File: src/rtl/mips_mc_sequencer_pkg.sv
// Shared definitions for the multi-cycle MIPS sequencer: state encoding,
// control_type codes and the counter width.
package mips_mc_sequencer_pkg;

    typedef enum logic [2:0] {
        ST_FETCH   = 3'd0,
        ST_DECODE  = 3'd1,
        ST_EXEC    = 3'd2,
        ST_MEM     = 3'd3,
        ST_ADDM_EX = 3'd4,
        ST_WB      = 3'd5,
        ST_HALT    = 3'd6
    } state_e;

    // control_type from the decoder: anything but sequential redirects the PC
    localparam logic [1:0] CT_SEQ    = 2'd0;
    localparam logic [1:0] CT_BRANCH = 2'd1;
    localparam logic [1:0] CT_JUMP   = 2'd2;
    localparam logic [1:0] CT_JR     = 2'd3;

    localparam int CNT_W = 32;

    function automatic logic needs_mem(input logic mem_read, input logic word_we,
                                       input logic byte_we, input logic addm);
        return mem_read | word_we | byte_we | addm;
    endfunction

endpackage

File: src/rtl/mips_mc_sequencer_perf_counter.sv
// Saturating event counter used for the optional performance counters
// (instantiated only when MIPS_MC_PERF_CNT_EN is defined).
module mips_mc_perf_counter #(
    parameter int W = 32
) (
    input  logic         clock,
    input  logic         reset,
    input  logic         i_inc,
    output logic [W-1:0] o_count
);

    logic [W-1:0] r_count;
    logic         w_at_max;

    assign w_at_max = (r_count == {W{1'b1}});

    always_ff @(posedge clock or negedge reset) begin
        if (!reset) begin
            r_count <= '0;
        end else if (i_inc && !w_at_max) begin
            r_count <= r_count + {{(W-1){1'b0}}, 1'b1};
        end
    end

    assign o_count = r_count;

endmodule

File: src/rtl/mips_mc_sequencer.sv
// Multi-cycle MIPS control sequencer driving a single shared memory port.
// Optional performance counters are enabled with MIPS_MC_PERF_CNT_EN.
import mips_mc_sequencer_pkg::*;

module mips_mc_sequencer (
    input  logic        clock,
    input  logic        reset,
    input  logic        writeenable,
    input  logic        mem_read,
    input  logic        word_we,
    input  logic        byte_we,
    input  logic        addm,
    input  logic        except,
    input  logic [1:0]  control_type,
    input  logic        mem_ready,
    output logic        mem_req,
    output logic        mem_addr_sel,
    output logic        mem_wr_word,
    output logic        mem_wr_byte,
    output logic        ir_we,
    output logic        mdr_we,
    output logic        pc_we,
    output logic        pc_src,
    output logic        rf_we,
    output logic        alu_b_mdr,
    output logic        instr_done,
    output logic        halted,
    output logic [2:0]  state,
    output logic [31:0] cycle_count,
    output logic [31:0] instr_count
);

    state_e r_state;
    state_e w_next;

    logic w_mem_req;
    logic w_mem_addr_sel;
    logic w_mem_wr_word;
    logic w_mem_wr_byte;
    logic w_ir_we;
    logic w_mdr_we;
    logic w_pc_we;
    logic w_pc_src;
    logic w_rf_we;
    logic w_alu_b_mdr;
    logic w_instr_done;
    logic w_halted;

    always_comb begin
        w_next         = r_state;
        w_mem_req      = 1'b0;
        w_mem_addr_sel = 1'b0;
        w_mem_wr_word  = 1'b0;
        w_mem_wr_byte  = 1'b0;
        w_ir_we        = 1'b0;
        w_mdr_we       = 1'b0;
        w_pc_we        = 1'b0;
        w_pc_src       = 1'b0;
        w_rf_we        = 1'b0;
        w_alu_b_mdr    = 1'b0;
        w_instr_done   = 1'b0;
        w_halted       = 1'b0;

        case (r_state)
            ST_FETCH: begin
                w_mem_req = 1'b1;
                if (mem_ready) begin
                    w_ir_we = 1'b1;
                    w_pc_we = 1'b1;
                    w_next  = ST_DECODE;
                end
            end

            ST_DECODE: begin
                w_next = except ? ST_HALT : ST_EXEC;
            end

            ST_EXEC: begin
                if (control_type != CT_SEQ) begin
                    w_pc_we      = 1'b1;
                    w_pc_src     = 1'b1;
                    w_instr_done = 1'b1;
                    w_next       = ST_FETCH;
                end else if (needs_mem(mem_read, word_we, byte_we, addm)) begin
                    w_next = ST_MEM;
                end else begin
                    w_next = ST_WB;
                end
            end

            ST_MEM: begin
                w_mem_req      = 1'b1;
                w_mem_addr_sel = 1'b1;
                w_mem_wr_word  = word_we;
                w_mem_wr_byte  = byte_we;
                // Stores take priority over addm, and addm over a plain load.
                if (mem_ready) begin
                    if (word_we || byte_we) begin
                        w_instr_done = 1'b1;
                        w_next       = ST_FETCH;
                    end else if (addm) begin
                        w_mdr_we = 1'b1;
                        w_next   = ST_ADDM_EX;
                    end else begin
                        w_mdr_we = 1'b1;
                        w_next   = ST_WB;
                    end
                end
            end

            ST_ADDM_EX: begin
                w_alu_b_mdr = 1'b1;
                w_next      = ST_WB;
            end

            ST_WB: begin
                w_rf_we      = writeenable;
                w_alu_b_mdr  = addm;
                w_instr_done = 1'b1;
                w_next       = ST_FETCH;
            end

            ST_HALT: begin
                w_halted = 1'b1;
                w_next   = ST_HALT;
            end

            default: begin
                w_next = ST_FETCH;
            end
        endcase
    end

    always_ff @(posedge clock or negedge reset) begin
        if (!reset) begin
            r_state <= ST_FETCH;
        end else begin
            r_state <= w_next;
        end
    end

    // Qualifying with reset lets strobes drop the instant reset asserts,
    // even though the state register itself already reads FETCH.
    assign mem_req      = reset & w_mem_req;
    assign mem_addr_sel = reset & w_mem_addr_sel;
    assign mem_wr_word  = reset & w_mem_wr_word;
    assign mem_wr_byte  = reset & w_mem_wr_byte;
    assign ir_we        = reset & w_ir_we;
    assign mdr_we       = reset & w_mdr_we;
    assign pc_we        = reset & w_pc_we;
    assign pc_src       = reset & w_pc_src;
    assign rf_we        = reset & w_rf_we;
    assign alu_b_mdr    = reset & w_alu_b_mdr;
    assign instr_done   = reset & w_instr_done;
    assign halted       = reset & w_halted;
    assign state        = r_state;

`ifdef MIPS_MC_PERF_CNT_EN
    mips_mc_perf_counter #(.W(CNT_W)) u_cycle_cnt (
        .clock   (clock),
        .reset   (reset),
        .i_inc   (1'b1),
        .o_count (cycle_count)
    );

    mips_mc_perf_counter #(.W(CNT_W)) u_instr_cnt (
        .clock   (clock),
        .reset   (reset),
        .i_inc   (instr_done),
        .o_count (instr_count)
    );
`else
    assign cycle_count = '0;
    assign instr_count = '0;
`endif

endmodule

File: config.mk
export PLATFORM = sky130hd
export DESIGN_NAME = mips_mc_sequencer
export DESIGN_NICKNAME = d
export VERILOG_FILES = /design/src/rtl/mips_mc_sequencer_pkg.sv /design/src/rtl/mips_mc_sequencer_perf_counter.sv /design/src/rtl/mips_mc_sequencer.sv
export SDC_FILE = /design/constraint.sdc
export NUM_CORES = 1
export LEC_CHECK = 0
export CAP_MARGIN = 40
export CELL_PAD_IN_SITES_DETAIL_PLACEMENT = 0
export CELL_PAD_IN_SITES_GLOBAL_PLACEMENT = 1
export CORE_ASPECT_RATIO = 1.2
export CORE_UTILIZATION = 19
export CTS_BUF_LIST = sky130_fd_sc_hd__clkbuf_16
export DETAILED_ROUTE_END_ITERATION = 16
export PLACE_DENSITY = 0.85
export REMOVE_ABC_BUFFERS = 1
export SYNTH_ARGS = -nofsm -noshare
export SYNTH_HDL_FRONTEND = slang
export SYNTH_SLANG_ARGS = --single-unit
File: constraint.sdc
create_clock -name clock -period 1.9 [get_ports clock]
set_input_delay 0.475 -clock clock [delete_from_list [all_inputs] [get_ports clock]]
set_output_delay 0.475 -clock clock [all_outputs]
set_load 0.01 [all_outputs]
==> results.py, run 1 <==
metrics = {
    "timing": {
        "finClkSkew_ns": 0.000355,
        "setup_viol": 0,
        "finalHoldViolations": 0,
        "period_share_pct": 96.4,
        "layout_setup_ws_ns": 0.0683,
        "rsz0062_at_grt": "false",
        "tns_ns": 0,
        "drv_slew": 0,
        "period_needed_ns": 1.83,
        "max_freq_ghz": 0.546,
    },
    "grt": {
        "grt_max_degree": 11,
        "grt_pass1_vias": 572,
        "grt_pass1_wl_um": 2550,
        "grt-ovfl-total": 0,
        "antenna_found_initial": 0,
        "grt_usage_pct": 7.10,
    },
    "placement": {
        "place.gp.congestion": 0.747,
        "dp_hpwl_um": 1330,
        "post-place-ws_ns": -0.633,
        "port_buffers": 25,
        "dpl_cell_area_um2": 1050,
    },
    "cts": {
        "tritoncts": "built",
        "numCtsBuffers": 3,
        "htreeDepth": 1,
        "clock_latency_ns": 0.23,
        "clock-sinks": 3,
        "cts_root_buffer": "clkbuf_16",
        "cts_buffer_depth": 2,
        "postCtsSetupBuffers": 0,
        "clk_pin_slew_ns": 0.03,
    },
    "power": {
        "powerDensity_nw_per_um2": 1070,
        "p_leak_nw": 0.615,
        "vdd_drop_max_mv": 0.282,
    },
    "detailed_routing": {
        "drt_iter0_drc": 14,
        "dr.pass1.iters": 4,
        "remaining_drc_errors": 0,
        "viasPerCell": 3.41,
        "routed_wl_um": 1680,
        "num_vias": 722,
        "ant_nets": 0,
        "post_drt_wl_per_cell_um": 7.92,
    },
    "die": {
        "start_util_pct": 20.0,
        "die_area_um2": 4790,
        "io_pins": 90,
        "num_rows": 26,
        "core_um2": 4290,
        "die_w_um": 63.4,
        "die_h_um": 75.6,
    },
    "critical_path": {
        "cp.required_ns": 1.42,
        "critPathMaxFanout": 6,
        "end_kind": "output pin",
        "crit_path_start_kind": "flop",
        "worstSetupPathType": "reg2out",
        "critical_path_arrival_ns": 1.36,
        "reg2reg_slack_ns": 0.47,
    },
    "layout": {
        "syn_to_final_growth_pct": 28.3,
        "fin_area_um2": 1100,
        "antenna_cells": 0,
        "fillCellCount": 479,
        "nNetsFinal": 168,
        "largest_reg_flops": 3,
        "layout-drive-gt1-share_pct": 24.4,
    },
    "synthesis": {
        "synth_seq_cells": 3,
        "yosysUniqueCellTypes": 28,
        "synthesis.instances": 114,
        "seq_area_frac_synth_pct": 8.75,
        "synth-warning-count": 0,
        "syn_area_um2": 858,
        "syn_avg_cell_area_um2": 7.53,
    },
    "run": {
        "drv_cap": 0,
    },
    "hold_path": {
        "hold_class": "in2async",
    },
    "outcome": {
        "status": "finished clean",
    },
}
final cells by class:
cell class / instances / area, um^2 / area share [%]
Clock inverter: 1 / 3.75 / 0.341
Clock buffer: 3 / 75.1 / 6.82
Tap cell: 56 / 70.1 / 6.36
Timing Repair Buffer: 42 / 330 / 30.0
Multi-Input combinational cell: 107 / 547 / 49.7
Sequential cell: 3 / 75.1 / 6.82
timing repair:
action	CTS	global route
hold buffers	0	0
endpoints found under the setup margin	12	8
endpoints found under the hold margin	0	0
gates resized for setup	36	11
pin swaps	3	1
final timing paths:
kind                                      start  cells after the start              endpoint
setup / recovery           state[1]$_DFFE_PN0P_                      3                 ir_we
hold / removal                            reset                      2  state[1]$_DFFE_PN0P_
setup reg to reg           state[0]$_DFFE_PN0P_                      4  state[2]$_DFFE_PN0P_
hold reg to reg            state[1]$_DFFE_PN0P_                      2  state[0]$_DFFE_PN0P_
max in group asynchronous                 reset                      2  state[0]$_DFFE_PN0P_
min in group clock         state[1]$_DFFE_PN0P_                      2  state[0]$_DFFE_PN0P_
layout by cell type (no fill, tap or decap), drive strengths merged, types with 3 or more instances in the layout:
master / count
o21bai: 3
nor3: 4
nand2b: 5
clkdlybuf4s50: 7
dlygate4sd2: 6
nor2: 4
nand2: 3
clkbuf: 6
dfrtp: 3
a21oi: 4
conb: 64
buf: 23
cell usage after synthesis:
library cell / instances / area share [%]
a21oi_1: 4 / 2.3
and4b_1: 1 / 1.2
or4_4: 1 / 1.3
xor2_1: 1 / 1.0
nor3_1: 4 / 2.3
dfrtp_1: 3 / 8.7
clkbuf_1: 3 / 1.3
o21ba_2: 1 / 1.2
conb_1: 1 / 0.44
and2_1: 1 / 0.73
o211a_1: 1 / 1.2
o31ai_1: 1 / 0.87
or3b_2: 1 / 1.0
nand3b_1: 1 / 0.87
a211oi_1: 1 / 0.87
o21bai_1: 3 / 2.6
nand2b_1: 5 / 3.6
nor4b_1: 1 / 1.0
and2_2: 1 / 0.87
nor2b_1: 2 / 1.5
o21ai_0: 2 / 1.2
o311ai_0: 1 / 1.0
o41ai_2: 1 / 1.9
o2bb2ai_1: 1 / 1.0
nand2_1: 3 / 1.3
nor2_1: 4 / 1.7
or4_1: 1 / 0.87
buf_4: 64 / 56
cell families (layout without fill, tap and decap cells):
group | count (synthesis) | in the layout | share of synthesized area (%)
other | 1 | 64 | 0.437
flip-flops | 3 | 3 | 8.75
AO/OA/AOI/OAI | 16 | 16 | 14.1
buffers and inverters | 67 | 46 | 57.3
AND/OR/NAND/NOR | 26 | 26 | 18.4
XOR/XNOR | 1 | 1 | 1.02
worst max-delay path, cell delays in order, from the launching register on:
cell and delay, ns:
dfrtp_1 0.42, buf_4 0.18, nor4b_2 0.26, clkdlybuf4s15_1 0.27
layer usage:
layer	GRT usage, %	part of all wire, %
met1	5.89	32
met2	13.6	51
met3	3.44	15
met4	4.55	1.8
met5	0	0
per-stage QoR:
stage               util (%)  power, mW  instances  hold slack, ns
floorplan                  -      0.489        110           0.179
global placement        24.5      0.859        208           0.673
detailed placement      24.5      0.865        208           0.679
CTS                     25.5       1.17        212           0.326
global route            25.6       1.25        212           0.188
finish                  25.6       1.17        212           0.172
power breakdown:
group / switching, mW / total (mW) / internal [mW]
logic: 0.356 / 0.707 / 0.352
registers: 0.0296 / 0.126 / 0.0961
clock network: 0.0677 / 0.340 / 0.272
Power figures use the tool's default switching activity.
==> run 2, diff against run 1 <==
--- a/config.mk
+++ b/config.mk
@@ -9,10 +9,12 @@
 export CELL_PAD_IN_SITES_DETAIL_PLACEMENT = 0
 export CELL_PAD_IN_SITES_GLOBAL_PLACEMENT = 1
 export CORE_ASPECT_RATIO = 1.2
+export CORE_MARGIN = 3
 export CORE_UTILIZATION = 19
 export CTS_BUF_LIST = sky130_fd_sc_hd__clkbuf_16
 export DETAILED_ROUTE_END_ITERATION = 16
 export PLACE_DENSITY = 0.85
+export RECOVER_POWER = 25
 export REMOVE_ABC_BUFFERS = 1
 export SYNTH_ARGS = -nofsm -noshare
 export SYNTH_HDL_FRONTEND = slang
==> run 2 against run 1 <==
  * Sequential power hardly changed
  * Combinational power grew 4.2%
  * Die area is 12% higher
  * Via count fell by 0.83%
  * Power up 1.9%
  * Largest power group unchanged
  * Highest routed layer unchanged
  * Largest cell class unchanged
  * Critical endpoint is now state[2]$_DFFE_PN0P_
  * Critical path depth is 2 higher
  * Setup slack worse by 0.013 ns
  * Clock skew grew 0.0012 ns
==> results.py, run 2 (synthesized netlist as in run 1, its figures left out) <==
metrics = {
    "layout": {
        "largest_reg_flops": 3,
        "final_common_cell": "conb_1",
        "layout-drive-gt1-share_pct": 24.1,
        "syn_to_final_growth_pct": 27.8,
        "final_core_util_pct": 25.6,
        "antenna_cells": 0,
        "final_cell_mix": "64 x conb_1, 18 x buf_4, 7 x clkdlybuf4s50_1, 7 x dlygate4sd2_1, 6 x buf_2",
        "stdcell_count": 214,
        "fin_area_um2": 1100,
        "nNetsFinal": 170,
    },
    "detailed_routing": {
        "drt_iter0_drc": 13,
        "routed_wl_um": 2040,
        "post_drt_wl_per_cell_um": 9.52,
        "ant_nets": 0,
        "dr.pass1.iters": 4,
        "viasPerCell": 3.35,
        "remaining_drc_errors": 0,
        "num_vias": 716,
    },
    "timing": {
        "period_share_pct": 97.1,
        "whs_ns": 0.349,
        "rsz0062_at_grt": "false",
        "finalHoldViolations": 0,
        "max_freq_ghz": 0.542,
        "tns_ns": 0,
        "setup_viol": 0,
        "drv_slew": 0,
        "period_needed_ns": 1.85,
        "finClkSkew_ns": 0.00154,
        "layout_setup_ws_ns": 0.0549,
    },
    "placement": {
        "post-place-ws_ns": -0.623,
        "dp_hpwl_um": 1630,
        "dp.cells": 210,
        "dpl_cell_area_um2": 1070,
        "port_buffers": 25,
        "place.gp.congestion": 0.744,
    },
    "power": {
        "pwr-share-seq_pct": 10.6,
        "p_clk_share_pct": 27.8,
        "internal_power_uw": 727,
        "combPwrFrac_pct": 61.6,
        "p_sw_share_pct": 39.2,
        "p_leak_nw": 0.602,
        "powerDensity_nw_per_um2": 1090,
        "p_total_mw": 1.20,
        "power_switching_uw": 469,
        "vdd_drop_max_mv": 0.405,
    },
    "die": {
        "die_h_um": 79.6,
        "io_pins": 90,
        "die_area_um2": 5360,
        "core_um2": 4290,
        "start_util_pct": 20.0,
        "die_w_um": 67.4,
        "num_rows": 26,
    },
    "cts": {
        "cts_buffer_depth": 2,
        "postCtsSetupBuffers": 0,
        "numCtsBuffers": 3,
        "clock_latency_ns": 0.23,
        "clock-sinks": 3,
        "clk_pin_slew_ns": 0.03,
        "cts_hold_buf": 0,
        "cts_root_buffer": "clkbuf_16",
        "htreeDepth": 1,
        "tritoncts": "built",
    },
    "grt": {
        "antenna_found_initial": 0,
        "grt-ovfl-total": 0,
        "grt_pass1_wl_um": 2770,
        "grt_pass1_vias": 589,
        "grt_max_degree": 15,
        "grt_usage_pct": 7.13,
    },
    "outcome": {
        "status": "finished clean",
    },
    "critical_path": {
        "critical_path_arrival_ns": 2.00,
        "end_kind": "flop",
        "slowest_delay_ns": 0.43,
        "critPathMaxFanout": 2,
        "crit_chain": "clkdlybuf4s50_1 > buf_4 > or4_4 > o41ai_2 > o211a_1",
        "worstSetupPathType": "in2reg",
        "crit_path_start_kind": "input pin",
        "critPathSlowestCell": "clkdlybuf4s50_1",
        "cp.required_ns": 2.06,
    },
    "run": {
        "drv_cap": 0,
    },
    "hold_path": {
        "hold_class": "in2async",
    },
}
[run 2: cell count changes in the layout (fill, tap and decap cells not counted), sizes merged]
cell	before	now
dlymetal6s2s	2	0
dlygate4sd2	6	7
clkbuf	6	7
clkdlybuf4s15	1	2
buf	23	24
[run 2: worst max-delay path, delay by kind of cell]
| family | cells | cell delay, ns |
|---|---|---|
| buffers and inverters | 2 | 0.58 |
| and+or+nand+nor | 1 | 0.42 |
| AOI/OAI and AO/OA | 2 | 0.53 |
[run 2: path summary, 6_finish.rpt]
kind / slack [ns] / to / depth (start not counted) / start
worst max-delay path: 0.05 / state[2]$_DFFE_PN0P_ / 5 / addm
worst min-delay path: 0.35 / state[1]$_DFFE_PN0P_ / 2 / reset
worst max register to register: 0.33 / state[2]$_DFFE_PN0P_ / 5 / state[1]$_DFFE_PN0P_
worst min register to register: 0.77 / state[1]$_DFFE_PN0P_ / 3 / state[0]$_DFFE_PN0P_
max in group asynchronous: 1.34 / state[0]$_DFFE_PN0P_ / 2 / reset
min in group clock: 0.77 / state[1]$_DFFE_PN0P_ / 3 / state[0]$_DFFE_PN0P_
[run 2: cell type report]
cell class,count,area (um^2)
multi-input combinational,107,537
clock inverter,1,3.75
tap,56,70.1
clock buffer,3,75.1
sequential,3,75.1
fill,489,3200
timing repair buffer,44,337
[run 2: what timing repair did]
action,in CTS,in global routing
gates resized for setup,42,7
setup endpoints to repair,13,8
pin swaps,4,1
[run 2: power by group through the flow]
stage / Clock (mW) / Sequential, mW / Combinational (mW)
after floorplan: 0 / 0.191 / 0.298
after global placement: 0 / 0.122 / 0.751
after detailed placement: 0 / 0.125 / 0.766
after CTS: 0.333 / 0.126 / 0.735
after global routing: 0.343 / 0.131 / 0.794
final: 0.332 / 0.127 / 0.737
[run 2: routing by layer]
metal / up-vias / global-route usage [%] / part of all wire (%)
met5: - / 0 / 0
met3: 5 / 2.68 / 16
met4: 0 / 3.65 / 2.1
li1: 337 / - / -
met2: 66 / 13.7 / 50
met1: 308 / 6.16 / 31
==> run 3, diff against run 2 <==
--- a/config.mk
+++ b/config.mk
@@ -8,14 +8,14 @@
 export CAP_MARGIN = 40
 export CELL_PAD_IN_SITES_DETAIL_PLACEMENT = 0
 export CELL_PAD_IN_SITES_GLOBAL_PLACEMENT = 1
-export CORE_ASPECT_RATIO = 1.2
+export CORE_ASPECT_RATIO = 0.7
 export CORE_MARGIN = 3
 export CORE_UTILIZATION = 19
-export CTS_BUF_LIST = sky130_fd_sc_hd__clkbuf_16
 export DETAILED_ROUTE_END_ITERATION = 16
 export PLACE_DENSITY = 0.85
 export RECOVER_POWER = 25
 export REMOVE_ABC_BUFFERS = 1
+export SLEW_MARGIN = 0
 export SYNTH_ARGS = -nofsm -noshare
 export SYNTH_HDL_FRONTEND = slang
 export SYNTH_SLANG_ARGS = --single-unit
==> run 3 against run 2 <==
  * Cell count is 1.4% lower
  * Clock skew is 0.0011 ns lower
  * Register-to-register slack better by 0.16 ns
  * Flip-flop and latch count stayed put
  * Combinational power is 4.9% higher
  * Power is 6.8% lower
  * Fmax is 0.18% lower
==> results.py, run 3 (synthesized netlist as in run 1, its figures left out) <==
metrics = {
    "detailed_routing": {
        "viasPerCell": 3.21,
        "ant_nets": 0,
        "drt_iter0_drc": 17,
        "remaining_drc_errors": 0,
        "num_vias": 678,
        "dr.pass1.iters": 2,
        "post_drt_wl_per_cell_um": 9.67,
        "routed_wl_um": 2040,
    },
    "layout": {
        "fin_area_um2": 1110,
        "multi_input_area_um2": 568,
        "ff_latch_area_um2": 77.6,
        "syn_to_final_growth_pct": 29.3,
        "antenna_cells": 0,
        "nNetsFinal": 171,
        "largest_reg_flops": 3,
        "final_common_cell": "conb_1",
        "final_cell_mix": "64 x conb_1, 20 x buf_4, 9 x buf_2",
        "layout-drive-gt1-share_pct": 28.9,
        "final_core_util_pct": 26.8,
        "fillCellCount": 476,
    },
    "placement": {
        "dpl_cell_area_um2": 1060,
        "port_buffers": 25,
        "post-place-ws_ns": -0.658,
        "dp_hpwl_um": 1760,
        "place.gp.congestion": 0.783,
    },
    "grt": {
        "grt-busiest-layer": "met2",
        "grt_max_degree": 10,
        "use_met3_pct": 1.98,
        "grt_pass1_vias": 616,
        "grtUsageMet2_pct": 12.4,
        "grt_usage_pct": 6.59,
        "antenna_found_initial": 0,
        "use_met1_pct": 6.69,
        "grt-ovfl-total": 0,
        "grt_pass1_wl_um": 2870,
    },
    "outcome": {
        "status": "finished clean",
    },
    "critical_path": {
        "critPathSlowestCell": "dlygate4sd3_1",
        "slowest_delay_ns": 0.60,
        "critical_path_arrival_ns": 1.37,
        "crit_chain": "buf_4 > dlygate4sd3_1",
        "worstReg2RegStart": "state[1]$_DFFE_PN0P_",
        "crit_path_start_kind": "flop",
        "end_kind": "output pin",
        "cp.required_ns": 1.42,
        "critPathMaxFanout": 6,
        "worstSetupPathType": "reg2out",
        "startpoint": "state[2]$_DFFE_PN0P_",
    },
    "power": {
        "pwr-share-seq_pct": 14.1,
        "internal_power_uw": 647,
        "power_switching_uw": 467,
        "p_sw_share_pct": 41.9,
        "vdd_drop_max_mv": 0.192,
        "p_leak_nw": 0.609,
        "powerDensity_nw_per_um2": 1000,
        "p_clk_share_pct": 16.5,
        "combPwrFrac_pct": 69.4,
    },
    "cts": {
        "tritoncts": "built",
        "clock-sinks": 3,
        "cts_hold_buf": 0,
        "numCtsBuffers": 3,
        "clk_pin_slew_ns": 0.03,
        "cts_root_buffer": "clkbuf_8",
        "cts_buffer_depth": 2,
        "htreeDepth": 1,
        "clock_latency_ns": 0.21,
    },
    "die": {
        "core_um2": 4140,
        "num_rows": 19,
        "die_w_um": 86.3,
        "io_pins": 90,
        "start_util_pct": 20.8,
        "die_area_um2": 5370,
        "die_h_um": 62.2,
    },
    "timing": {
        "setup_viol": 0,
        "finClkSkew_ns": 0.000483,
        "finalHoldViolations": 0,
        "max_freq_ghz": 0.541,
        "drv_slew": 0,
        "period_share_pct": 97.3,
        "tns_ns": 0,
        "period_needed_ns": 1.85,
        "layout_setup_ws_ns": 0.0515,
    },
    "hold_path": {
        "hold_class": "in2async",
    },
    "run": {
        "drv_cap": 0,
    },
}
run 3: cell types whose count changed in the layout (fill, tap and decap cells not counted), moves of 3 or more:
cell	previous run	this run
clkbuf_2	3	0
buf_2	6	9
clkbuf_16	3	0
clkbuf_8	0	3
run 3: power by group through the flow:
stage	clock network, mW	registers (mW)	logic (mW)
finish	0.184	0.157	0.773
global route	0.198	0.165	0.844
CTS	0.189	0.146	0.759
detailed placement	0	0.143	0.765
global placement	0	0.137	0.761
floorplan	0	0.191	0.298
run 3: per-layer routing:
metal  up-vias  share of wire (%)
met5         -                  0
met1       318                 31
met3         2                4.3
li1        340                  -
met2        18                 64
met4         0               0.44
run 3: worst paths after layout:
check                                       end  slack, ns  depth (start not counted)
hold reg to reg            state[2]$_DFFE_PN0P_       0.66                          2
min in group clock         state[2]$_DFFE_PN0P_       0.66                          2
setup / recovery                       state[2]       0.05                          2
setup reg to reg           state[2]$_DFFE_PN0P_       0.49                          4
hold / removal             state[2]$_DFFE_PN0P_       0.31                          2
max in group asynchronous  state[1]$_DFFE_PN0P_       1.47                          2
run 3: layout make-up:
type	count	share of cell area, %
Tap cell	52	5.86
Clock buffer	4	4.06
Timing Repair Buffer	45	31.9
Multi-Input combinational cell	107	51.2
Sequential cell	3	6.99
run 3: critical path, delay by kind of cell (launching register included):
kind                   cells  cell delay [ns]
DFF                        1             0.43
buffers and inverters      2             0.74
run 3: what timing repair did:
item / CTS / global route
setup endpoints to repair: 12 / 7
cloned: 0 / 0
setup buffers: 1 / 0
pin swaps: 3 / 0
resized for setup: 47 / 10
hold endpoints to repair: 0 / 0
run 3: per-stage QoR:
step / hold slack (ns) / total power [mW] / cells
2_1_floorplan: 0.179 / 0.489 / 110
3_3_place_gp: 0.659 / 0.898 / 206
3_5_place_dp: 0.682 / 0.908 / 206
4_1_cts: 0.303 / 1.09 / 211
5_1_grt: 0.317 / 1.21 / 211
6_report: 0.311 / 1.11 / 211
